--- config.mk ---
export PLATFORM = sky130hd
export DESIGN_NAME = unary_mac_scheduler
export DESIGN_NICKNAME = d
export VERILOG_FILES = /design/src/rtl/unary_mac_sched_pkg.sv /design/src/rtl/rr_arbiter.sv /design/src/rtl/unary_mac_scheduler.sv
export SDC_FILE = /design/constraint.sdc
export NUM_CORES = 1
export LEC_CHECK = 0
export CORE_ASPECT_RATIO = 0.5
export CORE_UTILIZATION = 54
export CTS_CLUSTER_SIZE = 16
export DETAILED_ROUTE_END_ITERATION = 8
export DONT_BUFFER_PORTS = 1
export PLACE_DENSITY = 0.67
export SETUP_SLACK_MARGIN = 0.15
export SLEW_MARGIN = 10
export SYNTH_ARGS = -nofsm -noshare
export SYNTH_HDL_FRONTEND = slang
export SYNTH_HIERARCHICAL = 1
export SYNTH_SLANG_ARGS = --single-unit
export TNS_END_PERCENT = 1
--- constraint.sdc ---
create_clock -name clk -period 3.5 [get_ports clk]
set_input_delay 0.525 -clock clk [delete_from_list [all_inputs] [get_ports clk]]
set_output_delay 0.525 -clock clk [all_outputs]
set_load 0.05 [all_outputs]
--- src/rtl/unary_mac_sched_pkg.sv ---
// Shared types and constants for the unary MAC scheduler.
package unary_mac_sched_pkg;

    // Scheduler FSM states.
    typedef enum logic [1:0] {
        IDLE  = 2'd0,
        ISSUE = 2'd1,
        WAIT  = 2'd2,
        RESP  = 2'd3
    } sched_state_t;

    // Default watchdog limit in WAIT cycles.
    localparam int DEFAULT_TIMEOUT = 64;

    // Width of the WAIT-cycle counter; it only needs to reach TIMEOUT-1.
    function automatic int cnt_width(input int timeout);
        if (timeout > 2) begin
            return $clog2(timeout);
        end else begin
            return 1;
        end
    endfunction

endpackage

--- src/rtl/rr_arbiter.sv ---
// Combinational round-robin arbiter: picks the first request at or after ptr,
// wrapping modulo N, and reports it both one-hot and as a binary index.
module rr_arbiter #(
    parameter int N = 4,
    localparam int PW = (N > 1) ? $clog2(N) : 1
) (
    input  logic [N-1:0]  req,
    input  logic [PW-1:0] ptr,
    output logic [N-1:0]  gnt,
    output logic [PW-1:0] idx
);

    logic found_s;

    // Two-pass priority search: [ptr..N-1] first, then the wrapped part [0..ptr-1].
    always_comb begin
        found_s = 1'b0;
        idx     = '0;
        gnt     = '0;
        for (int j = 0; j < N; j++) begin
            if (!found_s && req[j] && (j >= int'(ptr))) begin
                found_s = 1'b1;
                idx     = PW'(j);
            end else begin
                found_s = found_s;
            end
        end
        for (int j = 0; j < N; j++) begin
            if (!found_s && req[j] && (j < int'(ptr))) begin
                found_s = 1'b1;
                idx     = PW'(j);
            end else begin
                found_s = found_s;
            end
        end
        for (int j = 0; j < N; j++) begin
            gnt[j] = found_s && (idx == PW'(j));
        end
    end

endmodule

--- src/rtl/unary_mac_scheduler.sv ---
// Shares one unary/binary MAC between NUM_REQ requesters with round-robin
// arbitration, a stale-completion guard and a completion watchdog.
module unary_mac_scheduler
    import unary_mac_sched_pkg::*;
#(
    parameter int SIZE    = 4,
    parameter int NUM_REQ = 4,
    parameter int TIMEOUT = DEFAULT_TIMEOUT
) (
    input  logic                    clk,
    input  logic                    reset,
    input  logic [NUM_REQ-1:0]      req_valid,
    input  logic [NUM_REQ*SIZE-1:0] req_a,
    input  logic [NUM_REQ*SIZE-1:0] req_b,
    input  logic [NUM_REQ*SIZE-1:0] req_c,
    output logic [NUM_REQ-1:0]      req_ready,
    output logic [NUM_REQ-1:0]      rsp_valid,
    output logic [2*SIZE-1:0]       rsp_data,
    output logic                    rsp_err,
    input  logic [NUM_REQ-1:0]      rsp_ready,
    output logic                    mac_valid,
    output logic [SIZE-1:0]         mac_a,
    output logic [SIZE-1:0]         mac_b,
    output logic [SIZE-1:0]         mac_c,
    input  logic                    mac_ready,
    input  logic [2*SIZE-1:0]       mac_out
);

    localparam int PW = $clog2(NUM_REQ);
    localparam int CW = cnt_width(TIMEOUT);
    localparam int DW = 2 * SIZE;

    sched_state_t        state_q;
    logic [PW-1:0]       ptr_q;
    logic [PW-1:0]       ptr_d;
    logic [PW-1:0]       gidx_q;
    logic [PW-1:0]       gidx_s;
    logic [NUM_REQ-1:0]  gnt_s;
    logic [SIZE-1:0]     a_q;
    logic [SIZE-1:0]     b_q;
    logic [SIZE-1:0]     c_q;
    logic [CW-1:0]       cnt_q;
    logic                first_q;
    logic                mac_valid_q;
    logic [NUM_REQ-1:0]  rsp_valid_q;
    logic [DW-1:0]       rsp_data_q;
    logic                rsp_err_q;
    logic                mac_done_s;
    logic                timeout_s;
    logic                rsp_hs_s;
    logic [NUM_REQ-1:0]  gnt_oh_s;

    rr_arbiter #(.N(NUM_REQ)) u_arb (
        .req (req_valid),
        .ptr (ptr_q),
        .gnt (gnt_s),
        .idx (gidx_s)
    );

    // Accept is combinational so the requester sees it in the grant cycle.
    assign req_ready  = (state_q == IDLE) ? gnt_s : '0;
    assign mac_valid  = mac_valid_q;
    assign mac_a      = a_q;
    assign mac_b      = b_q;
    assign mac_c      = c_q;
    assign rsp_valid  = rsp_valid_q;
    assign rsp_data   = rsp_data_q;
    assign rsp_err    = rsp_err_q;

    // The first WAIT cycle may carry a completion left over from before the start.
    assign mac_done_s = mac_ready && !first_q;
    assign timeout_s  = (cnt_q == CW'(TIMEOUT - 1));
    assign rsp_hs_s   = rsp_ready[gidx_q];
    assign gnt_oh_s   = NUM_REQ'(1) << gidx_q;

    // Next round-robin pointer: the requester after the one just served.
    always_comb begin
        if (gidx_q == PW'(NUM_REQ - 1)) begin
            ptr_d = '0;
        end else begin
            ptr_d = gidx_q + PW'(1);
        end
    end

    // Scheduler FSM with all registered outputs and operand capture.
    always_ff @(posedge clk or posedge reset) begin
        if (reset) begin
            state_q     <= IDLE;
            ptr_q       <= '0;
            gidx_q      <= '0;
            a_q         <= '0;
            b_q         <= '0;
            c_q         <= '0;
            cnt_q       <= '0;
            first_q     <= 1'b0;
            mac_valid_q <= 1'b0;
            rsp_valid_q <= '0;
            rsp_data_q  <= '0;
            rsp_err_q   <= 1'b0;
        end else begin
            case (state_q)
                IDLE: begin
                    if (|req_valid) begin
                        gidx_q      <= gidx_s;
                        a_q         <= req_a[gidx_s*SIZE +: SIZE];
                        b_q         <= req_b[gidx_s*SIZE +: SIZE];
                        c_q         <= req_c[gidx_s*SIZE +: SIZE];
                        mac_valid_q <= 1'b1;
                        state_q     <= ISSUE;
                    end
                end
                ISSUE: begin
                    mac_valid_q <= 1'b0;
                    cnt_q       <= '0;
                    first_q     <= 1'b1;
                    state_q     <= WAIT;
                end
                WAIT: begin
                    first_q <= 1'b0;
                    if (mac_done_s) begin
                        rsp_data_q  <= mac_out;
                        rsp_err_q   <= 1'b0;
                        rsp_valid_q <= gnt_oh_s;
                        state_q     <= RESP;
                    end else if (timeout_s) begin
                        rsp_data_q  <= '0;
                        rsp_err_q   <= 1'b1;
                        rsp_valid_q <= gnt_oh_s;
                        state_q     <= RESP;
                    end else begin
                        cnt_q <= cnt_q + CW'(1);
                    end
                end
                RESP: begin
                    if (rsp_hs_s) begin
                        rsp_valid_q <= '0;
                        rsp_data_q  <= '0;
                        rsp_err_q   <= 1'b0;
                        ptr_q       <= ptr_d;
                        state_q     <= IDLE;
                    end
                end
                default: begin
                    state_q <= IDLE;
                end
            endcase
        end
    end

endmodule

==> out/metrics.yaml <==
flow_run:
  maxCapViolCount: 0
floorplan:
  num_rows: 16
  die_h_um: 49.10
  fp.coreArea_um2: 4064
  die_area_um2: 4724
  pin_count: 97
  die_w_um: 96.21
  initial_core_util_pct: 58.96
power_and_ir_drop:
  p_leak_nw: 1.060
  total_power_w: 0.002698
  vdd_drop_max_mv: 0.5175
  powerDensity_nw_per_um2: 1078
clock_tree:
  root_buffer: "clkbuf_8"
  clockBufferDepth: 2
  clock_latency_ps: 290
  clk_pin_slew_ps: 80
  tritoncts: "done"
  cts.htree.levels: 2
  numClockSinks: 39
  cts_buffers: 5
  cts_setup_buffers: 0
  post_cts_resized: 0
  cts_hold_buffers: 0
yosys:
  yosysWarnings: 6
  synth-seq-cells: 39
  ys_seq_area_share_pct: 40.73
  synth_cells: 196
  ys_types: 47
  synth_nets: 273
  avgSynthCellArea_um2: 12.22
  synth_ff_type: "dfrtp_1"
  synth_edf_count: 0
  synth-async-reset-ratio_pct: 100.0
  synthesis.area_um2: 2396
cells_and_area:
  nNetsFinal: 271
  drive_gt1_share_pct: 30.26
  fin_area_um2: 2502
  area.growth.synth_to_final_pct: 4.439
  final_core_utilization_pct: 61.58
  num_antenna_cells: 0
placement:
  place.port_buffers: 0
  placed_area_um2: 2387
  dp_hpwl_um: 3698
  gp_congestion: 0.7195
global_route:
  grt_usage_pct: 21.77
  gr-total-overflow: 0
  grt_pass1_wl_um: 7590
  grt_pass1_vias: 1508
  antenna_found_initial: 0
  grt_max_degree: 26
critical_path:
  worstPathMaxFanout: 15
  end_kind: "flip-flop"
  cp.arrival_ps: 2620
  cp-start-kind: "flip-flop"
  critPathKind: "flip-flop to flip-flop"
  crit_required_ps: 3730
timing:
  finClkSkew_ps: 10.54
  fin_tns_setup_ps: 0
  setup_viol: 0
  fmax_mhz: 419.6
  rsz0062_at_grt: "false"
  post-route-period-util_pct: 68.09
  worst_slew_pin_slew_ps: 979.0
  max-slew-margin-rel_pct: 34.23
  finalMaxSlewViolations: 0
  hold_viol: 0
  post-route-min-period_ps: 2383
routing:
  wl_per_cell_um: 19.12
  drtPass1Iterations: 8
  drt_wl_total_um: 4762
  drtIter0Drc: 68
  drc_errors: 0
  drtAntennaViolNets: 0
  viasPerCell: 6.249
  num_vias: 1556
run_status:
  status: "finished clean"
worst_hold_path:
  hold_path.class: "primary input to asynchronous set/reset pin"
[power by group]
group	internal, W	total, W	switching, W
combinational	0.000507	0.00100	0.000497
sequential	0.000640	0.00131	0.000674
clock	0.000215	0.000379	0.000164
[state kept, by name, summed over array words and instances, names as in the netlist, 2 cells and up]
| name | count |
|---|---|
| cnt_q | 6 |
| gidx_q | 2 |
| mac_a | 4 |
| mac_b | 4 |
| mac_c | 4 |
| ptr_q | 2 |
| rsp_data | 8 |
| rsp_valid | 4 |
| state_q | 2 |
[critical path, stage by stage (launching register included)]
cell and delay, ps:
dfrtp_1 400, inv_1 130, ha_1 510, inv_1 180, nor3_1 830, a22o_2 280
[placed cells by master, fill, tap and decap left out, types with 2 or more instances in the layout]
cell type | Yosys | layout
a221oi_2 | 2 | 2
ha_1 | 10 | 10
clkbuf_8 | 0 | 5
and2b_1 | 2 | 2
mux2_2 | 17 | 17
a2bb2oi_1 | 2 | 2
o31ai_1 | 2 | 2
mux4_2 | 13 | 13
nor4_1 | 2 | 2
o21a_1 | 2 | 2
nand2b_1 | 3 | 3
o211ai_1 | 3 | 3
o21ai_0 | 6 | 6
a21o_1 | 2 | 2
dfrtp_1 | 39 | 39
nand2_1 | 10 | 10
a21oi_1 | 3 | 3
buf_4 | 1 | 3
o2bb2ai_1 | 4 | 4
inv_1 | 11 | 11
a22o_2 | 8 | 8
nor2_1 | 4 | 4
and2_1 | 5 | 5
nor2b_1 | 5 | 5
a31oi_1 | 4 | 4
nand3_1 | 7 | 7
[cell type report]
cell class	count	area [um2]
inverters	11	41.29
multi-input cells	134	1280
clock inverters	3	46.29
fillers	341	1562
well taps	54	67.56
repair buffers	3	22.52
flip-flops and latches	39	975.9
clock buffers	5	68.82
[path summary, 6_finish.rpt]
path                                         from                 endpoint  slack [ps]  cells past startpoint
max in group asynchronous                   reset     ptr_q[1]$_DFFE_PP0P_        2430                      2
hold / removal                              reset     mac_c[0]$_DFFE_PP0P_         310                      1
setup reg to reg           state_q[0]$_DFFE_PP0P_  rsp_data[6]$_DFFE_PP0P_        1120                      5
setup / recovery           state_q[0]$_DFFE_PP0P_  rsp_data[6]$_DFFE_PP0P_        1120                      5
min in group clk                       mac_out[2]  rsp_data[2]$_DFFE_PP0P_         370                      1
hold reg to reg               first_q$_DFFE_PP0P_      first_q$_DFFE_PP0P_         520                      1
[layer usage]
metal / part of all wire (%) / vias up / wire (um) / global-route usage, %
li1: - / 723 / - / -
met1: 43 / 769 / 2071 / 29.14
met2: 48 / 60 / 2262 / 34.16
met3: 8.6 / 4 / 411 / 8.411
met4: 0.36 / 0 / 17 / 3.980
met5: 0 / - / 0 / 0
[synth_stat cells, drive strengths merged, types with 3 or more instances]
cell type  instances  area, um2
dfrtp             39      975.9
mux2              18      206.4
mux4              13      292.8
inv               11      41.29
nand2             11      48.80
ha                10      125.1
buf                9      85.08
a22o               8      80.08
nand3              8      45.04
o21ai              6      30.03
and2               5      31.28
nand2b             5      41.29
nor2b              5      31.28
a31oi              4      25.02
nor2               4      15.01
o211ai             4      43.79
o2bb2ai            4      35.03
a21oi              3      15.01
clkbuf             3      13.76
[per-stage QoR]
stage / setup slack [ps] / instances / hold WS, ps
global placement: 1174 / 241 / 493.1
global route: 907.4 / 249 / 351.7
detailed placement: 1098 / 241 / 494.5
CTS: 1109 / 249 / 337.9
finish: 1117 / 249 / 313.8
floorplan: 1150 / 196 / 471.5
[kinds of logic (layout without fill, tap and decap cells)]
| group | after synthesis | after routing | share of synthesized area [%] |
|---|---|---|---|
| buffers and inverters | 23 | 22 | 5.848 |
| adder cells (fa/ha/maj) | 10 | 10 | 5.222 |
| flip-flops | 39 | 39 | 40.73 |
| AND/OR/NAND/NOR | 47 | 47 | 11.38 |
| XOR/XNOR | 1 | 1 | 0.3656 |
| multiplexers | 32 | 32 | 21.25 |
| AO/OA/AOI/OAI | 44 | 44 | 15.20 |
(Power assumes the default switching activity.)
